$ cat src/rtl/reaction_pkg.sv
// Shared definitions for the reaction timer statistics path.
// Holds the display-selection enum, default parameter values, common
// widths and small helper functions used by reaction_stats and hist_ring.
package reaction_pkg;

  typedef enum logic [1:0] {
    LAST  = 2'd0,
    BEST  = 2'd1,
    AVG   = 2'd2,
    COUNT = 2'd3
  } disp_sel_e;

  localparam int MAX_MS_DEFAULT     = 999;
  localparam int HIST_DEPTH_DEFAULT = 4;
  localparam int MS_W               = 13;
  localparam int CNT_W              = 8;

  // Display selection order: LAST -> BEST -> AVG -> COUNT -> LAST.
  function automatic disp_sel_e disp_sel_step(input disp_sel_e cur);
    disp_sel_e nxt;
    case (cur)
      LAST:    nxt = BEST;
      BEST:    nxt = AVG;
      AVG:     nxt = COUNT;
      COUNT:   nxt = LAST;
      default: nxt = LAST;
    endcase
    return nxt;
  endfunction

  // Increment that sticks at the all-ones value.
  function automatic logic [CNT_W-1:0] sat_inc(input logic [CNT_W-1:0] v);
    logic [CNT_W-1:0] r;
    if (v == {CNT_W{1'b1}}) begin
      r = v;
    end else begin
      r = v + 8'd1;
    end
    return r;
  endfunction

endpackage

$ cat src/rtl/hist_ring.sv
// History ring buffer for the running average of accepted trials.
// Keeps the last HIST_DEPTH accepted values, a wrapping write pointer, a
// saturating fill count and an incrementally maintained sum. The average
// and its valid flag are registered alongside the sum so they appear with
// the same one-cycle latency as the other statistics.
// Ports:
//   clk, reset    clock, synchronous active-high reset
//   i_clear       erase history (same effect as reset on this block)
//   i_wr_en       write one accepted value
//   i_wr_data     value written (already known to be <= MAX_MS)
//   o_avg_ms      sum >> log2(HIST_DEPTH), 0 until the buffer is full
//   o_avg_valid   buffer has been filled since the last clear/reset
module hist_ring
  import reaction_pkg::*;
#(
  parameter int HIST_DEPTH = HIST_DEPTH_DEFAULT,
  parameter int SUM_W      = 12
) (
  input  logic             clk,
  input  logic             reset,
  input  logic             i_clear,
  input  logic             i_wr_en,
  input  logic [SUM_W-1:0] i_wr_data,
  output logic [MS_W-1:0]  o_avg_ms,
  output logic             o_avg_valid
);

  localparam int PTR_W  = (HIST_DEPTH > 1) ? $clog2(HIST_DEPTH) : 1;
  localparam int FILL_W = $clog2(HIST_DEPTH + 1);
  localparam int SHIFT  = $clog2(HIST_DEPTH);

  logic [SUM_W-1:0]  r_mem [HIST_DEPTH];
  logic [PTR_W-1:0]  r_wr_ptr;
  logic [FILL_W-1:0] r_fill;
  logic [SUM_W-1:0]  r_sum;
  logic [MS_W-1:0]   r_avg;
  logic              r_avg_valid;

  logic [PTR_W-1:0]  w_wr_ptr_next;
  logic [FILL_W-1:0] w_fill_next;
  logic [SUM_W-1:0]  w_evicted;
  logic [SUM_W-1:0]  w_sum_next;
  logic              w_full_next;
  logic [MS_W-1:0]   w_avg_next;

  // Next-state values for a write: the entry under the pointer is only
  // subtracted once the buffer is full, so an unfilled slot counts as 0.
  always_comb begin
    w_evicted     = '0;
    w_wr_ptr_next = r_wr_ptr;
    w_fill_next   = r_fill;
    w_sum_next    = r_sum;
    w_full_next   = 1'b0;
    w_avg_next    = '0;

    if (r_fill == FILL_W'(HIST_DEPTH)) begin
      w_evicted   = r_mem[r_wr_ptr];
      w_fill_next = r_fill;
    end else begin
      w_evicted   = '0;
      w_fill_next = r_fill + FILL_W'(1);
    end

    if (r_wr_ptr == PTR_W'(HIST_DEPTH - 1)) begin
      w_wr_ptr_next = '0;
    end else begin
      w_wr_ptr_next = r_wr_ptr + PTR_W'(1);
    end

    w_sum_next  = r_sum + i_wr_data - w_evicted;
    w_full_next = (w_fill_next == FILL_W'(HIST_DEPTH));

    if (w_full_next) begin
      w_avg_next = MS_W'(w_sum_next >> SHIFT);
    end else begin
      w_avg_next = '0;
    end
  end

  // History storage, pointer, fill count, sum and registered average.
  always_ff @(posedge clk) begin
    if (reset || i_clear) begin
      for (int i = 0; i < HIST_DEPTH; i++) begin
        r_mem[i] <= '0;
      end
      r_wr_ptr    <= '0;
      r_fill      <= '0;
      r_sum       <= '0;
      r_avg       <= '0;
      r_avg_valid <= 1'b0;
    end else if (i_wr_en) begin
      r_mem[r_wr_ptr] <= i_wr_data;
      r_wr_ptr        <= w_wr_ptr_next;
      r_fill          <= w_fill_next;
      r_sum           <= w_sum_next;
      r_avg           <= w_avg_next;
      r_avg_valid     <= w_full_next;
    end else begin
      r_wr_ptr    <= r_wr_ptr;
      r_fill      <= r_fill;
      r_sum       <= r_sum;
      r_avg       <= r_avg;
      r_avg_valid <= r_avg_valid;
    end
  end

  assign o_avg_ms    = r_avg;
  assign o_avg_valid = r_avg_valid;

endmodule

$ cat src/rtl/reaction_stats.sv
// Reaction-time statistics: last, best and running average of accepted
// trials, accepted/rejected trial counters, a new-best pulse and a
// four-way display selector feeding the BCD/display path.
// Ports:
//   clk, reset               clock, synchronous active-high reset
//   result_valid/_ms/_err    finished-trial strobe, time (ms), false start
//   clear_stats              erase all statistics (display selection kept)
//   sel_next                 advance display selection
//   disp_sel, disp_ms        current selection and its value
//   last_ms, best_ms, avg_ms statistics; best_valid, avg_valid flags
//   trial_cnt, fault_cnt     saturating accepted / rejected counters
//   new_best                 one-cycle pulse on a strictly better trial
module reaction_stats
  import reaction_pkg::*;
#(
  parameter int MAX_MS     = MAX_MS_DEFAULT,
  parameter int HIST_DEPTH = HIST_DEPTH_DEFAULT
) (
  input  logic              clk,
  input  logic              reset,
  input  logic              result_valid,
  input  logic [MS_W-1:0]   result_ms,
  input  logic              result_err,
  input  logic              clear_stats,
  input  logic              sel_next,
  output logic [1:0]        disp_sel,
  output logic [MS_W-1:0]   disp_ms,
  output logic [MS_W-1:0]   last_ms,
  output logic [MS_W-1:0]   best_ms,
  output logic [MS_W-1:0]   avg_ms,
  output logic              best_valid,
  output logic              avg_valid,
  output logic [CNT_W-1:0]  trial_cnt,
  output logic [CNT_W-1:0]  fault_cnt,
  output logic              new_best
);

  localparam int SUM_W = $clog2(MAX_MS * HIST_DEPTH + 1);

  disp_sel_e         r_disp_sel;
  disp_sel_e         w_disp_sel_next;
  logic [MS_W-1:0]   r_last;
  logic [MS_W-1:0]   r_best;
  logic              r_best_valid;
  logic [CNT_W-1:0]  r_trial_cnt;
  logic [CNT_W-1:0]  r_fault_cnt;
  logic              r_new_best;

  logic              w_accept;
  logic              w_reject;
  logic              w_better;
  logic [SUM_W-1:0]  w_hist_data;
  logic              w_hist_wr;

  // Trial classification; clear_stats suppresses the history write so the
  // clear wins over a coincident result.
  always_comb begin
    w_accept    = result_valid & ~result_err & (result_ms <= MS_W'(MAX_MS));
    w_reject    = result_valid & ~w_accept;
    w_better    = ~r_best_valid | (result_ms < r_best);
    w_hist_data = SUM_W'(result_ms);
    w_hist_wr   = w_accept & ~clear_stats;
  end

  // Last/best/counter registers and the new-best pulse.
  always_ff @(posedge clk) begin
    if (reset || clear_stats) begin
      r_last       <= '0;
      r_best       <= '0;
      r_best_valid <= 1'b0;
      r_trial_cnt  <= '0;
      r_fault_cnt  <= '0;
      r_new_best   <= 1'b0;
    end else if (w_accept) begin
      r_last      <= result_ms;
      r_trial_cnt <= sat_inc(r_trial_cnt);
      r_fault_cnt <= r_fault_cnt;
      if (w_better) begin
        r_best       <= result_ms;
        r_best_valid <= 1'b1;
        r_new_best   <= 1'b1;
      end else begin
        r_best       <= r_best;
        r_best_valid <= r_best_valid;
        r_new_best   <= 1'b0;
      end
    end else if (w_reject) begin
      r_fault_cnt <= sat_inc(r_fault_cnt);
      r_new_best  <= 1'b0;
    end else begin
      r_new_best  <= 1'b0;
    end
  end

  // Display selection state register; clear_stats does not touch it.
  always_ff @(posedge clk) begin
    if (reset) begin
      r_disp_sel <= LAST;
    end else begin
      r_disp_sel <= w_disp_sel_next;
    end
  end

  // Display selection next state: one step per sel_next pulse.
  always_comb begin
    w_disp_sel_next = r_disp_sel;
    if (sel_next) begin
      w_disp_sel_next = disp_sel_step(r_disp_sel);
    end else begin
      w_disp_sel_next = r_disp_sel;
    end
  end

  // Display value multiplexer, driven only from registers.
  always_comb begin
    disp_ms = '0;
    case (r_disp_sel)
      LAST:    disp_ms = r_last;
      BEST:    disp_ms = r_best;
      AVG:     disp_ms = avg_ms;
      COUNT:   disp_ms = {5'b0, r_trial_cnt};
      default: disp_ms = '0;
    endcase
  end

  hist_ring #(
    .HIST_DEPTH (HIST_DEPTH),
    .SUM_W      (SUM_W)
  ) u_hist_ring (
    .clk         (clk),
    .reset       (reset),
    .i_clear     (clear_stats),
    .i_wr_en     (w_hist_wr),
    .i_wr_data   (w_hist_data),
    .o_avg_ms    (avg_ms),
    .o_avg_valid (avg_valid)
  );

  assign disp_sel   = r_disp_sel;
  assign last_ms    = r_last;
  assign best_ms    = r_best;
  assign best_valid = r_best_valid;
  assign trial_cnt  = r_trial_cnt;
  assign fault_cnt  = r_fault_cnt;
  assign new_best   = r_new_best;

endmodule

$ cat config.mk
export PLATFORM = sky130hd
export DESIGN_NAME = reaction_stats
export DESIGN_NICKNAME = d
export VERILOG_FILES = /design/src/rtl/reaction_pkg.sv /design/src/rtl/hist_ring.sv /design/src/rtl/reaction_stats.sv
export SDC_FILE = /design/constraint.sdc
export NUM_CORES = 1
export LEC_CHECK = 0
export ABC_CLOCK_PERIOD_IN_PS = 5750
export BUFFER_PORTS_ARGS = -buffer_cell sky130_fd_sc_hd__buf_4
export CORE_AREA = 2 2 133 135
export DETAILED_ROUTE_END_ITERATION = 10
export DIE_AREA = 0 0 135 137
export PLACE_DENSITY = 0.61
export REMOVE_ABC_BUFFERS = 1
export SLEW_MARGIN = 20
export SYNTH_ARGS = -nofsm -noshare
export SYNTH_HDL_FRONTEND = slang
export SYNTH_HIERARCHICAL = 1
export SYNTH_SLANG_ARGS = --single-unit
$ cat constraint.sdc
create_clock -name clk -period 5.75 [get_ports clk]
set_input_delay 0 -clock clk [delete_from_list [all_inputs] [get_ports clk]]
set_output_delay 0 -clock clk [all_outputs]
set_load 0.02 [all_outputs]
==> Word level (Yosys, flattened, before mapping) <==
Memory sizes are Yosys's and may differ from the RTL's. A register that Yosys moved wholly into a read port is not among the register bits.
Cells that the tools add are included.
{ "totals": {"ff_bits": 77, "latch_bits": 0, "mem_bits_rw": 48, "rom_bits": 0, "in_bits": 19, "out_inout_bits": 73, "word_cells": 64, "mem_count": 1} }
{ "mem_list": {"columns": ["name", "depth", "word_bits", "rd", "rd_ports_with_merged_regs", "write_ports", "line_no", "rtl"], "rows": [
  ["u_hist_ring.r_mem", 4, 12, 1, 1, 4, "hist_ring.sv:32", "logic [SUM_W-1:0] r_mem [HIST_DEPTH];"]
]} }
{ "classes": {"n_addsub": 6, "multipliers": 0, "div_mod_pow": 0, "order_cmp": 2, "eq_ne": 8, "n_shift": 0, "n_mux": 17, "bitwise_logic": 11, "reduce_logical": 7} }
{ "ops": {"columns": ["cell", "n"], "rows": [
  ["13-bit case mux with 4 select lines", 1],
  ["12-bit two-way mux", 2],
  ["8-bit by 1-bit adder with 8-bit output, second input constant", 2],
  ["8-bit equality test, second input constant", 2],
  ["13-bit by 10-bit less-or-equal comparator with 1-bit output, second input constant", 1],
  ["13-bit less-than comparator", 1],
  ["12-bit adder", 1],
  ["12-bit OR reduction", 1],
  ["12-bit subtractor", 1],
  ["10-bit two-way mux", 1],
  ["2-bit two-way mux", 4],
  ["2-bit case mux with 4 select lines", 1],
  ["1-bit two-way mux", 7],
  ["2-bit equality test, second input constant", 3],
  ["3-bit equality test, second input constant", 2],
  ["1-bit inverter", 6],
  ["1-bit AND", 4],
  ["2-bit AND reduction", 2],
  ["3-bit by 1-bit adder with 3-bit output, second input constant", 1],
  ["3-bit two-way mux", 1],
  ["3-bit AND reduction", 1],
  ["2-bit by 1-bit adder with 2-bit output, second input constant", 1],
  ["2-bit by 1-bit equality test with 1-bit output, second input constant", 1],
  ["2-bit zero test", 1],
  ["3 further kinds", 3]
]} }

==> Depth between registers and ports, before layout <==
{ "logic_depth": {"ltp_word": 9, "depth_mapped": 14, "mapped_depth_nobuf": 13} }

==> Modules after synthesis <==
Netlist, hierarchy kept.
{ "by_module_without_submodules": {"columns": ["module", "n_inst", "cells_per_inst", "area_per_inst_um2", "seq_area_each_um2"], "rows": [
  ["hist_ring", 1, 383, 4211.5, 2042.0],
  ["reaction_stats", 1, 291, 2482.4, 920.9]
]} }

==> Worst setup path before layout <==
OpenSTA, ideal clock, no wires.
{ "synth_path": {"path_kind": "register to register", "from": "reg with a tool-made name", "to": "reg u_hist_ring.r_sum[10]", "setup_ps": 140, "arrival_ps": 3315, "required_ps": 5610, "path_slack_ps": 2295, "path_stages_with_launch": 12, "n_path_buf": 1, "period_less_slack_ps": 3455, "path_cell_list": "dfxtp_1 > buf_2 > mux4_2 > nor2b_1 > fa_1 > inv_1 > fa_1 > a211oi_1 > o21ai_0 > a221oi_2 > or4_1 > o311ai_1"} }
{ "synth_lines": {"columns": ["element", "line_no", "rtl"], "rows": [
  ["end signal: assignment", "hist_ring.sv:95", "r_sum <= w_sum_next;"],
  ["end signal: assignment", "hist_ring.sv:101", "r_sum <= r_sum;"],
  ["end: declaration", "hist_ring.sv:35", "logic [SUM_W-1:0] r_sum;"]
]} }

==> out/results.ini <==
[timing]
slew_headroom = 0.4017
tightest_slew_ns = 0.8953
skew_ns = 0.008316
hold_viol = 0
finalCriticalPeriod_ns = 4.000
min_period_over_period = 0.6957
final_max_slew_viol_count = 0
fmax_ghz = 0.2500
grt_setup_unrepaired = no
setup_viol = 0
setup_tns_ns = 0

[cts]
root_buffer = clkbuf_16
cts_sinks = 124
post-cts-setup-buffer-count = 0
clk_latency_ns = 0.42
htree_levels = 4
clkTransAtPathRegs_ns = 0.06
clockBufferDepth = 2
numCtsBuffers = 17
cts_tree = done

[detailed_routing]
ant_nets = 0
viasPerCell = 5.320
num_vias = 5357
routed_wl_um = 17880
dr.first_iter.drc_count = 346
drc = 0
first_pass_iters = 8
wl_per_cell_um = 17.75

[layout]
nFillCells = 1625
seq_area_um2 = 2963
most-common-layout-cells = buf_4 (94), dfxtp_1 (76), inv_1 (68), nand2_1 (67), nor2_1 (55)
final_common_cell = buf_4
multiInputGateArea_um2 = 3326
antenna_cells = 0
area_growth_pct = 23.40
final_core_util = 0.4843
fin_nets = 832
layout-drive-gt1-share = 0.1982

[yosys]
synth_cells = 674
synthTopCellsByArea = dfxtp_1 (23%), edfxtp_1 (22%), ha_1 (6.2%), mux2i_1 (4.0%), mux4_2 (4.0%)
synth-edff-count = 48
syn_avg_cell_area_um2 = 9.932
ys_seq_area_frac = 0.4426
netlist_area_um2 = 6694
synth-seq-cells = 124
yosysWarnings = 6
synthDistinctLibCells = 67
async_flop_share = 0
synth_largest_area_cell = dfxtp_1
synth_ff_type = dfxtp_1
synth.top_cell.area_share = 0.2273

[critical_path]
worstPathMaxFanout = 12
critPathKind = reg2reg
required_ns = 6.04
critPathMostFrequentCell = fa_1
crit_chain = mux4_2 > nor2b_1 > fa_1 > inv_1 > fa_1 > a211oi_1 > o21ai_0 > a221oi_2 > or4_1 > o311ai_1
end_kind = flip-flop
cpPeakStageDelay_ns = 0.87
cp.arrival_ns = 4.29
start_kind = flip-flop
slowest_stage = dfxtp_1

[grt]
grt_max_degree = 28
grt_overflow = 0
grt_usage = 0.2010
first_global_vias = 5343
grt_pass1_wl_um = 28460
antenna_found_initial = 0

[pwr]
power_density_nw_per_um2 = 265.0
ir_drop_mv = 0.1950
p_leak_nw = 3.399

[die]
io_pins = 92
die_x_um = 135
start_util = 0.3925
dieArea_um2 = 18500
coreArea_um2 = 17060
die_h_um = 137
rows = 48

[placement]
port_buffers = 88
gp_congestion = 0.8885
dpl.hpwl_um = 12740

[status]
outcome = completed

[flow_run]
cap_viol_max_count = 0

[worst_hold_path]
hp-class = in2reg

[power by group]
group          leakage, nW  switching [mW]  internal [mW]
logic                 1.96           0.123         0.0773
registers             1.14         0.00862          0.930
clock network        0.294           0.422          0.628
total                 3.40           0.554           1.64
[final timing paths]
kind / from / endpoint / slack [ns] / cells past startpoint
max: flip-flop / u_hist_ring/r_sum[10] / 1.75 / 10
max reg2reg: flip-flop / u_hist_ring/r_sum[10] / 1.75 / 10
min reg2reg: u_hist_ring/o_avg_valid / u_hist_ring/o_avg_valid / 0.44 / 2
min: result_valid / last_ms[8] / 0.05 / 3
[flip-flops by register name, summed over array words and instances (netlist names), 2 cells and up, named ones only]
| signal | flops |
|---|---|
| trial_cnt | 8 |
| fault_cnt | 8 |
| disp_sel | 2 |
| u_hist_ring/o_avg_ms | 10 |
| u_hist_ring/r_mem | 48 |
| u_hist_ring/r_wr_ptr | 2 |
| u_hist_ring/r_sum | 12 |
| best_ms | 13 |
| last_ms | 13 |
| u_hist_ring/r_fill | 3 |
[cell families (layout without fill, tap and decap cells)]
logic type,after synthesis,count (layout),synth area share
AND/OR/NAND/NOR,247,247,0.1938
flip-flops,124,124,0.4426
buffers and inverters,103,209,0.06205
AO/OA/AOI/OAI,93,93,0.09551
adder cells (fa/ha/maj),44,44,0.09458
multiplexers,39,39,0.08075
XOR/XNOR,23,23,0.03009
other,1,3,0.0005602
[metal layers]
| metal | routed length, um | up-vias | global-route usage |
|---|---|---|---|
| li1 | - | 2534 | - |
| met5 | 0 | - | 0 |
| met2 | 8428 | 174 | 0.3331 |
| met3 | 1210 | 21 | 0.04852 |
| met1 | 7917 | 2628 | 0.2587 |
| met4 | 318 | 0 | 0.06829 |
[cell usage after synthesis (all sizes together) (3+ instances only)]
cell type	instances
dfxtp	76
inv	68
nand2	68
nor2	56
edfxtp	48
ha	33
and2	29
a21oi	28
mux2i	27
clkbuf	23
o21ai	20
nand3	16
and3	14
xor2	14
nor2b	13
buf	12
mux4	12
fa	11
nor4	11
nand4	10
xnor2	9
a222oi	8
nor3	8
a22oi	7
nand2b	5
o31ai	5
or2	4
a211oi	3
a21o	3
[through the flow]
stage	worst slack (ns)	hold slack, ns	instance area [um^2]	std cells	total power [mW]
2_1_floorplan	1.851	0.07238	6541	641	1.078
3_3_place_gp	1.809	0.2038	7531	960	1.143
3_5_place_dp	1.773	0.2077	7531	960	1.147
4_1_cts	1.741	0.03772	8260	1007	2.208
5_1_grt	1.444	0.04949	8260	1007	2.269
6_report	1.750	0.05010	8260	1007	2.189
[worst max-delay path, delay by kind of cell, from the launching register on]
kind / cells / cell delay, ns
mux: 1 / 0.58
compound gates: 4 / 1.04
simple gates: 2 / 0.31
flops: 1 / 0.87
fa+ha+maj: 2 / 0.99
buf+inv: 1 / 0.07
[area by class of cell]
cell class	count	area share
inverters	68	0.03090
clock buffers	18	0.05453
multi-input cells	449	0.4026
clock inverters	14	0.01560
flip-flops and latches	124	0.3587
repair buffers	109	0.1036
well taps	225	0.03408
[repair_timing]
item,in CTS,in global routing
hold buffers,15,0
gates resized for setup,0,0
endpoints found under the hold margin,50,0
Power figures use the tool's default switching activity.
